## src/rtl/seg7_scan_reader_if.sv

```systemverilog
// Segment/anode sample bus and decoded frame outputs of the 7-segment scan reader.
// The reader takes the slave view; whatever drives the display lines takes the master view.
interface seg7_scan_reader_if;
   logic [6:0]  i_seg;
   logic [3:0]  i_an;
   logic [15:0] o_value;
   logic [3:0]  o_bad;
   logic        o_valid;

   modport master (output i_seg, output i_an, input o_value, input o_bad, input o_valid);
   modport slave  (input i_seg, input i_an, output o_value, output o_bad, output o_valid);
endinterface

```

## src/rtl/seg7_scan_reader.sv

```systemverilog
// Reads back a multiplexed 4-digit 7-segment display: debounces each scanned digit, decodes it
// to hex and publishes a complete frame once all four digits have been captured.
module seg7_scan_reader #(
   parameter int unsigned STABLE_CYCLES = 4
) (
   input logic               i_clk,
   input logic               i_rst_n,
   seg7_scan_reader_if.slave bus
);

   // Count value at which the STABLE_CYCLES-th identical sample has been seen.
   localparam logic [7:0] AcceptCnt = 8'(STABLE_CYCLES - 1);

   logic [6:0]  seg_q, seg_prev_q;
   logic [3:0]  an_q, an_prev_q;
   logic [7:0]  cnt_q, cnt_d;
   logic        sample_ok, same, accept;
   logic [1:0]  digit;
   logic [3:0]  nib;
   logic        nib_bad;
   logic [15:0] shadow_q;
   logic [3:0]  shadow_bad_q;
   logic [3:0]  seen_q, seen_d;
   logic        frame_done;
   logic [15:0] value_q;
   logic [3:0]  bad_q;
   logic        valid_q;

   always_comb begin
      sample_ok = $onehot(an_q);
      same      = sample_ok && (an_q == an_prev_q) && (seg_q == seg_prev_q);
      cnt_d     = 8'd0;
      if (same) begin
         cnt_d = (cnt_q == 8'hFF) ? cnt_q : cnt_q + 8'd1;
      end
      // Saturation past AcceptCnt keeps a held digit from being accepted twice.
      accept = sample_ok && (cnt_d == AcceptCnt);
   end

   always_comb begin
      digit = 2'd0;
      case (an_q)
         4'b0010: digit = 2'd1;
         4'b0100: digit = 2'd2;
         4'b1000: digit = 2'd3;
         default: digit = 2'd0;
      endcase
   end

   always_comb begin
      nib     = 4'h0;
      nib_bad = 1'b0;
      case (seg_q)
         7'b1111110: nib = 4'h0;
         7'b0110000: nib = 4'h1;
         7'b1101101: nib = 4'h2;
         7'b1111001: nib = 4'h3;
         7'b0110011: nib = 4'h4;
         7'b1011011: nib = 4'h5;
         7'b1011111: nib = 4'h6;
         7'b1110000: nib = 4'h7;
         7'b1111111: nib = 4'h8;
         7'b1111011: nib = 4'h9;
         7'b1110111: nib = 4'hA;
         7'b0011111: nib = 4'hB;
         7'b1001110: nib = 4'hC;
         7'b0111101: nib = 4'hD;
         7'b1001111: nib = 4'hE;
         7'b1000111: nib = 4'hF;
         default:    nib_bad = 1'b1;
      endcase
   end

   // A digit accepted on the frame-complete edge starts the next frame.
   always_comb begin
      frame_done = (seen_q == 4'b1111);
      seen_d     = frame_done ? 4'b0000 : seen_q;
      if (accept) begin
         seen_d[digit] = 1'b1;
      end
   end

   always_ff @(posedge i_clk or negedge i_rst_n) begin
      if (!i_rst_n) begin
         seg_q        <= 7'd0;
         an_q         <= 4'd0;
         seg_prev_q   <= 7'd0;
         an_prev_q    <= 4'd0;
         cnt_q        <= 8'd0;
         shadow_q     <= 16'h0000;
         shadow_bad_q <= 4'b0000;
         seen_q       <= 4'b0000;
         value_q      <= 16'h0000;
         bad_q        <= 4'b0000;
         valid_q      <= 1'b0;
      end else begin
         seg_q      <= bus.i_seg;
         an_q       <= bus.i_an;
         seg_prev_q <= seg_q;
         an_prev_q  <= an_q;
         cnt_q      <= cnt_d;
         seen_q     <= seen_d;
         valid_q    <= frame_done;
         if (accept) begin
            shadow_q[{digit, 2'b00} +: 4] <= nib;
            shadow_bad_q[digit]           <= nib_bad;
         end
         if (frame_done) begin
            value_q <= shadow_q;
            bad_q   <= shadow_bad_q;
         end
      end
   end

   assign bus.o_value = value_q;
   assign bus.o_bad   = bad_q;
   assign bus.o_valid = valid_q;

endmodule
```

## src/flat_wrapper.sv

```systemverilog
// flat-port wrapper written by rule: the top's interface ports become plain ports
module seg7_scan_reader_flat 
#(
   parameter int unsigned STABLE_CYCLES = 4
)
  (i_clk, i_rst_n, bus_i_seg, bus_i_an, bus_o_value, bus_o_bad, bus_o_valid);
  seg7_scan_reader_if bus_i ();
  input logic i_clk;
  input logic i_rst_n;
  input wire logic [$bits(bus_i.i_seg)-1:0] bus_i_seg;
  input wire logic [$bits(bus_i.i_an)-1:0] bus_i_an;
  output wire logic [$bits(bus_i.o_value)-1:0] bus_o_value;
  output wire logic [$bits(bus_i.o_bad)-1:0] bus_o_bad;
  output wire logic [$bits(bus_i.o_valid)-1:0] bus_o_valid;
  assign bus_i.i_seg = bus_i_seg;
  assign bus_i.i_an = bus_i_an;
  assign bus_o_value = bus_i.o_value;
  assign bus_o_bad = bus_i.o_bad;
  assign bus_o_valid = bus_i.o_valid;
  seg7_scan_reader #(.STABLE_CYCLES(STABLE_CYCLES)) u_core (.i_clk(i_clk), .i_rst_n(i_rst_n), .bus(bus_i));
endmodule
```

## config.mk

```make
export PLATFORM = sky130hd
export DESIGN_NAME = seg7_scan_reader_flat
export DESIGN_NICKNAME = d
export VERILOG_FILES = /design/src/rtl/seg7_scan_reader_if.sv /design/src/rtl/seg7_scan_reader.sv /design/src/flat_wrapper.sv
export SDC_FILE = /design/constraint.sdc
export NUM_CORES = 1
export LEC_CHECK = 0
export CORE_MARGIN = 1
export CORE_UTILIZATION = 57
export DETAILED_ROUTE_END_ITERATION = 10
export DONT_BUFFER_PORTS = 1
export PLACE_DENSITY = 0.75
export SYNTH_ARGS = -nofsm -noshare
export SYNTH_HDL_FRONTEND = slang
export SYNTH_SLANG_ARGS = --single-unit
```

## constraint.sdc

```tcl
create_clock -name i_clk -period 3.1 [get_ports i_clk]
set_clock_uncertainty 0.05 [all_clocks]
set_input_delay 0.62 -clock i_clk [delete_from_list [all_inputs] [get_ports i_clk]]
set_output_delay 0.62 -clock i_clk [all_outputs]
set_load 0.005 [all_outputs]
```

==> impl_metrics.env, run 1 <==
export IMPL_avgSynthCellArea_um2=10.80
export IMPL_vias_per_cell=5.731
export IMPL_fin_crit_ps=3051
export IMPL_routabilityCongestion=0.8199
export IMPL_area_delta_synth_final_pct=14.42
export IMPL_yosysSeqAreaShare=0.5201
export IMPL_overflow=0
export IMPL_final_nets=383
export IMPL_drt_iter0_drc=108
export IMPL_cts_tree="built"
export IMPL_n_antenna_cell=0
export IMPL_hpwl_um=4497
export IMPL_synth_main_ff_cell="dfrtp_1"
export IMPL_status="finished, final reports clean"
export IMPL_clock_latency_ps=340
export IMPL_rsz0062_at_grt="true"
export IMPL_power_leakage_uw=0.001941
export IMPL_cp_max_fo=7
export IMPL_start_util=0.5988
export IMPL_max_stage_delay_ps=420
export IMPL_slew_headroom=0.1974
export IMPL_io_pins=34
export IMPL_wirelength_um=6723
export IMPL_final_common_cell="nand2_1"
export IMPL_async_reset_ff_frac=1.000
export IMPL_die_w_um=81.57
export IMPL_crit_path_top_delay_cell="fa_1"
export IMPL_ys_warn_count=0
export IMPL_drv_slew=0
export IMPL_maxCapViolCount=0
export IMPL_syn_inst=334
export IMPL_drive_above_1_share=0.2185
export IMPL_yosysTopAreaCell="dfrtp_1"
export IMPL_clockRootBuffer="clkbuf_8"
export IMPL_worstSetupPathType="flip-flop to flip-flop"
export IMPL_finalSetupViolCount=0
export IMPL_path_buf_inv=1
export IMPL_synth_edf_count=0
export IMPL_cts_max_level=3
export IMPL_end_kind="flip-flop"
export IMPL_core_mm2=0.006026
export IMPL_fin_hold_ws_ps=105.8
export IMPL_grt_pass1_wl_um=11170
export IMPL_cts_buffer_depth=2
export IMPL_final_cell_mix="76 x nand2_1, 75 x dfrtp_1, 24 x nor2_1"
export IMPL_ant_nets=0
export IMPL_grt_usage=0.2280
export IMPL_start_kind="flip-flop"
export IMPL_powerDensity_mw_per_mm2=434.1
export IMPL_hold_class="primary input to async pin"
export IMPL_cts_sinks=75
export IMPL_ir_worst_vdd_mv=0.4743
export IMPL_fin_ws_ps=48.95
export IMPL_syn_nets=364
export IMPL_fin_util=0.6852
export IMPL_tightest_slew_ps=1202
export IMPL_vias=2476
export IMPL_grt_max_degree=76
export IMPL_die_h_um=81.57
export IMPL_avgRoutedWirePerCell_um=15.56
export IMPL_synth_distinct_cells=49
export IMPL_die_area_mm2=0.006653
export IMPL_ys_ff_latch=75
export IMPL_place_ws_ps=-26.04
export IMPL_path_cells="inv_2 > ha_4 > ha_4 > fa_1 > or3b_4 > nor4_4 > o311ai_4 > nor4_4 > mux2_2"
export IMPL_io_buffers=0
export IMPL_cp_arrival_ps=3220
export IMPL_yosys_area_top_type_share=0.5201
export IMPL_cts_buffers=9
export IMPL_grt_pass1_vias=2400
export IMPL_finalCritPeriodShare=0.9842
export IMPL_drtPass1Iterations=4
export IMPL_crit_family="simple AND/OR/NAND/NOR gates"
export IMPL_required_ps=3270
export IMPL_clk_pin_slew_ps=80
export IMPL_antenna_found_initial=0
export IMPL_finalHoldViolCount=0
export IMPL_rows=28
export IMPL_fmax_ghz=0.3278
export IMPL_synth_top_cells_by_area="dfrtp_1 52%, nand2_1 7.9%, mux2_2 5.9%"
export IMPL_fillers=468
export IMPL_syn_cell_area_mm2=0.003608
export IMPL_drt_drc_violations_left=0
[worst paths after layout]
path                            slack (ps)                             from                            endpoint  cells after the start
worst max-delay path                    50         u_core.an_q[3]$_DFF_PN0_      u_core.shadow_q[7]$_DFFE_PN0P_                      9
worst min-delay path                   110                          i_rst_n      u_core.shadow_q[0]$_DFFE_PN0P_                      1
worst max register to register          50         u_core.an_q[3]$_DFF_PN0_      u_core.shadow_q[7]$_DFFE_PN0P_                      9
worst min register to register         430  u_core.shadow_q[10]$_DFFE_PN0P_  u_core.bus.o_value[10]$_DFFE_PN0P_                      2
max in group asynchronous             2590                          i_rst_n      u_core.seg_prev_q[6]$_DFF_PN0_                      1
min in group i_clk                     250                      bus_i_an[3]            u_core.an_q[3]$_DFF_PN0_                      0
[power by group]
part	internal [uW]	total, uW	switching [uW]
clock	307	651	345
sequential	992	1010	16.6
combinational	57.2	132	74.9
[Yosys cell counts, types with 2 or more instances]
master / instances
a31oi_1: 4
mux2i_1: 2
nor2_1: 24
nor4bb_1: 2
nor4_4: 5
nand3_1: 8
nor4_1: 5
nor2b_1: 3
xor2_1: 7
nand3b_1: 3
or3b_2: 3
clkbuf_1: 13
a21oi_1: 3
nor3_1: 6
xnor2_1: 6
mux2_2: 19
or4bb_1: 2
o211ai_1: 2
a211oi_1: 5
and3_1: 4
dfrtp_1: 75
o21ai_0: 3
nand4_1: 3
nand2_1: 76
nor4b_1: 2
ha_1: 16
a21o_1: 4
inv_1: 8
[layout make-up]
type	count	area, um^2	share of cell area
tap	75	93.84	0.02273
inverter	8	30.03	0.007273
clock inverter	4	27.53	0.006667
multi-input combinational	238	1778	0.4306
clock buffer	11	141.4	0.03424
sequential	75	1877	0.4545
timing repair buffer	21	181.4	0.04394
[through the flow]
stage | total power (uW) | TNS [ps] | cells | area (um^2)
after global routing | 1871 | -1190 | 432 | 4129
final | 1792 | 0 | 432 | 4129
after detailed placement | 1129 | -98.85 | 412 | 3802
after global placement | 1125 | 0 | 412 | 3802
after floorplan | 1096 | 0 | 334 | 3637
after CTS | 1806 | 0 | 431 | 4090
[logic make-up after synthesis]
logic type,Yosys count,synth area share
AO/OA/AOI/OAI,31,0.06727
XOR/XNOR,13,0.03155
adder cells (fa/ha/maj),17,0.06103
buffers and inverters,21,0.02185
flip-flops,75,0.5201
multiplexers,22,0.06796
AND/OR/NAND/NOR,155,0.2302
[routing by layer]
layer	track usage	routed length [um]	vias up
li1	-	-	1193
met1	0.3023	3111	1209
met2	0.3608	3246	63
met3	0.05222	265	11
met4	0.09286	99	0
met5	0	0	-
[flip-flops by register name (all words and copies together), names as in the netlist]
register / flops
u_core.an_q: 4
u_core.seg_prev_q: 7
u_core.shadow_q: 16
u_core.seg_q: 7
u_core.an_prev_q: 4
u_core.bus.o_bad: 4
u_core.bus.o_valid: 1
u_core.cnt_q: 8
u_core.bus.o_value: 16
u_core.shadow_bad_q: 4
u_core.seen_q: 4
[repair_timing]
item,CTS,global route
pin swaps,2,3
hold endpoints to repair,75,0
setup endpoints to repair,13,20
gates resized for setup,14,7
setup buffers,3,1
hold buffers,1,0
Note: power is estimated with default switching activity, not from simulation.
==> run 2: changes to the inputs <==
--- a/config.mk
+++ b/config.mk
@@ -6,10 +6,10 @@
 export NUM_CORES = 1
 export LEC_CHECK = 0
 export CORE_MARGIN = 1
-export CORE_UTILIZATION = 57
+export CORE_UTILIZATION = 58
 export DETAILED_ROUTE_END_ITERATION = 10
 export DONT_BUFFER_PORTS = 1
-export PLACE_DENSITY = 0.75
+export PLACE_DENSITY = 0.74
 export SYNTH_ARGS = -nofsm -noshare
 export SYNTH_HDL_FRONTEND = slang
 export SYNTH_SLANG_ARGS = --single-unit
==> constraint.sdc (replaced) <==
create_clock -name i_clk -period 3.8 [get_ports i_clk]
set_clock_uncertainty 0.05 [all_clocks]
set_input_delay 0.76 -clock i_clk [delete_from_list [all_inputs] [get_ports i_clk]]
set_output_delay 0.76 -clock i_clk [all_outputs]
set_load 0.005 [all_outputs]
==> run 2 against run 1 <==
Against the previous run: critical path depth is the same; sequential share of layout area rose by 3.4 points; global-route usage down 1.5 points; worst setup slack better by 200 ps; largest cell class unchanged.
==> impl_metrics.env, run 2 (same netlist as run 1, synthesis figures left out) <==
export IMPL_status="finished, final reports clean"
export IMPL_antenna_found_initial=0
export IMPL_place_ws_ps=277.4
export IMPL_avgRoutedWirePerCell_um=15.07
export IMPL_swShare=0.2304
export IMPL_rr_worst_depth=9
export IMPL_core_mm2=0.005956
export IMPL_finalHoldViolCount=0
export IMPL_ir_worst_vdd_mv=0.2785
export IMPL_grt_max_degree=76
export IMPL_fin_crit_ps=3553
export IMPL_hpwl_um=4257
export IMPL_die_area_mm2=0.006541
export IMPL_cp_max_fo=7
export IMPL_drv_slew=0
export IMPL_fmax_ghz=0.2815
export IMPL_seq_area_mm2=0.001877
export IMPL_overflow=0
export IMPL_fillers=477
export IMPL_power_leakage_uw=0.001843
export IMPL_n_antenna_cell=0
export IMPL_routabilityCongestion=0.8194
export IMPL_drt_drc_violations_left=0
export IMPL_multi_input_area_mm2=0.001653
export IMPL_cp_arrival_ps=3740
export IMPL_wirelength_um=6208
export IMPL_grt_pass1_vias=2323
export IMPL_cts_buffer_depth=2
export IMPL_cts_tree="built"
export IMPL_clockRootBuffer="clkbuf_8"
export IMPL_postCtsSetupBuffers=0
export IMPL_finalCritPeriodShare=0.9349
export IMPL_final_cell_mix="76 x nand2_1, 75 x dfrtp_1, 24 x nor2_1"
export IMPL_cts_max_level=3
export IMPL_rrSetupSlack_ps=250
export IMPL_powerDensity_mw_per_mm2=374.5
export IMPL_die_h_um=80.88
export IMPL_start_kind="flip-flop"
export IMPL_ant_nets=0
export IMPL_vias=2402
export IMPL_required_ps=3990
export IMPL_final_common_cell="nand2_1"
export IMPL_rows=28
export IMPL_drtPass1Iterations=4
export IMPL_vias_per_cell=5.830
export IMPL_cts_sinks=75
export IMPL_area_delta_synth_final_pct=6.380
export IMPL_r2r_start="u_core.an_q[2]$_DFF_PN0_"
export IMPL_io_pins=34
export IMPL_r2r_end="u_core.shadow_bad_q[2]$_DFFE_PN0P_"
export IMPL_p_sw_uw=331.2
export IMPL_cts_hold_buf=0
export IMPL_comb_power_share=0.043
export IMPL_ctsResizeCount=0
export IMPL_drive_above_1_share=0.1454
export IMPL_clk_pin_slew_ps=80
export IMPL_hold_class="primary input to async pin"
export IMPL_internal_power_uw=1106
export IMPL_die_w_um=80.88
export IMPL_pwr_share_clk=0.380
export IMPL_rsz0062_at_grt="false"
export IMPL_grt_usage=0.2133
export IMPL_p_seq_frac=0.578
export IMPL_final_nets=363
export IMPL_worstSetupPathType="flip-flop to flip-flop"
export IMPL_fin_ws_ps=247.5
export IMPL_slew_headroom=0.3515
export IMPL_start_util=0.6059
export IMPL_maxCapViolCount=0
export IMPL_tightest_slew_ps=971.3
export IMPL_grt_pass1_wl_um=10450
export IMPL_cts_buffers=9
export IMPL_drt_iter0_drc=166
export IMPL_clock_latency_ps=350
export IMPL_finalSetupViolCount=0
export IMPL_end_kind="flip-flop"
export IMPL_setup_tns_ps=0
export IMPL_io_buffers=0
[run 2: worst max path at each step]
stage	slack, ps	to	from
finish	250	u_core.shadow_bad_q[2]$_DFFE_PN0P_	u_core.an_q[2]$_DFF_PN0_
global route	90	u_core.shadow_bad_q[2]$_DFFE_PN0P_	u_core.an_q[2]$_DFF_PN0_
CTS	250	u_core.shadow_bad_q[2]$_DFFE_PN0P_	u_core.an_q[2]$_DFF_PN0_
detailed placement	280	u_core.shadow_bad_q[2]$_DFFE_PN0P_	u_core.an_q[2]$_DFF_PN0_
global placement	310	u_core.shadow_bad_q[2]$_DFFE_PN0P_	u_core.an_q[2]$_DFF_PN0_
floorplan	500	u_core.shadow_bad_q[0]$_DFFE_PN0P_	u_core.an_q[2]$_DFF_PN0_
[run 2: power groups by stage]
stage          Combinational [uW]  Sequential [uW]  Clock (uW)
2_1_floorplan                60.4              834           0
3_3_place_gp                 59.6              845           0
3_5_place_dp                 61.6              847           0
4_1_cts                      61.8              831         563
5_1_grt                      69.1              833         590
6_report                     61.2              831         546
[run 2: cell type report]
type                       count  share of cell area
timing repair buffer           1            0.001956
clock buffer                  11             0.03944
tap                           75             0.02445
inverter                       8            0.007823
sequential                    75              0.4889
multi-input combinational    238              0.4306
clock inverter                 4            0.006845
[run 2: layer usage]
metal	up-vias	track usage	part of all wire
met5	-	0	0
met4	0	0.1179	0.022
met3	14	0.04831	0.041
met2	61	0.3277	0.46
met1	1176	0.2794	0.48
li1	1151	-	-
[run 2: worst max-delay path, stage by stage (launching register included)]
cell and delay [ps]:
dfrtp_1 430, inv_1 100, ha_1 300, ha_1 210, fa_1 430, or3b_4 420
nor4_4 260, o311ai_2 330, nor4_1 540, mux2_2 390
[run 2: per-stage QoR]
step | total power [uW] | area, um^2 | hold slack, ps | util | std cells
floorplan | 894.0 | 3608 | 301.9 | - | 334
global placement | 904.5 | 3661 | 386.3 | 0.6147 | 397
detailed placement | 908.1 | 3661 | 401.3 | 0.6147 | 397
CTS | 1455 | 3839 | 34.16 | 0.6445 | 412
global route | 1493 | 3839 | 29.78 | 0.6445 | 412
finish | 1438 | 3839 | 49.28 | 0.6445 | 412
==> run 3: changes to the inputs <==
--- a/config.mk
+++ b/config.mk
@@ -10,6 +10,7 @@
 export DETAILED_ROUTE_END_ITERATION = 10
 export DONT_BUFFER_PORTS = 1
 export PLACE_DENSITY = 0.74
+export SETUP_SLACK_MARGIN = 0.02
 export SYNTH_ARGS = -nofsm -noshare
 export SYNTH_HDL_FRONTEND = slang
 export SYNTH_SLANG_ARGS = --single-unit
==> results of run 3 <==
Final layout, timing and power as in run 2 (identical DEF).
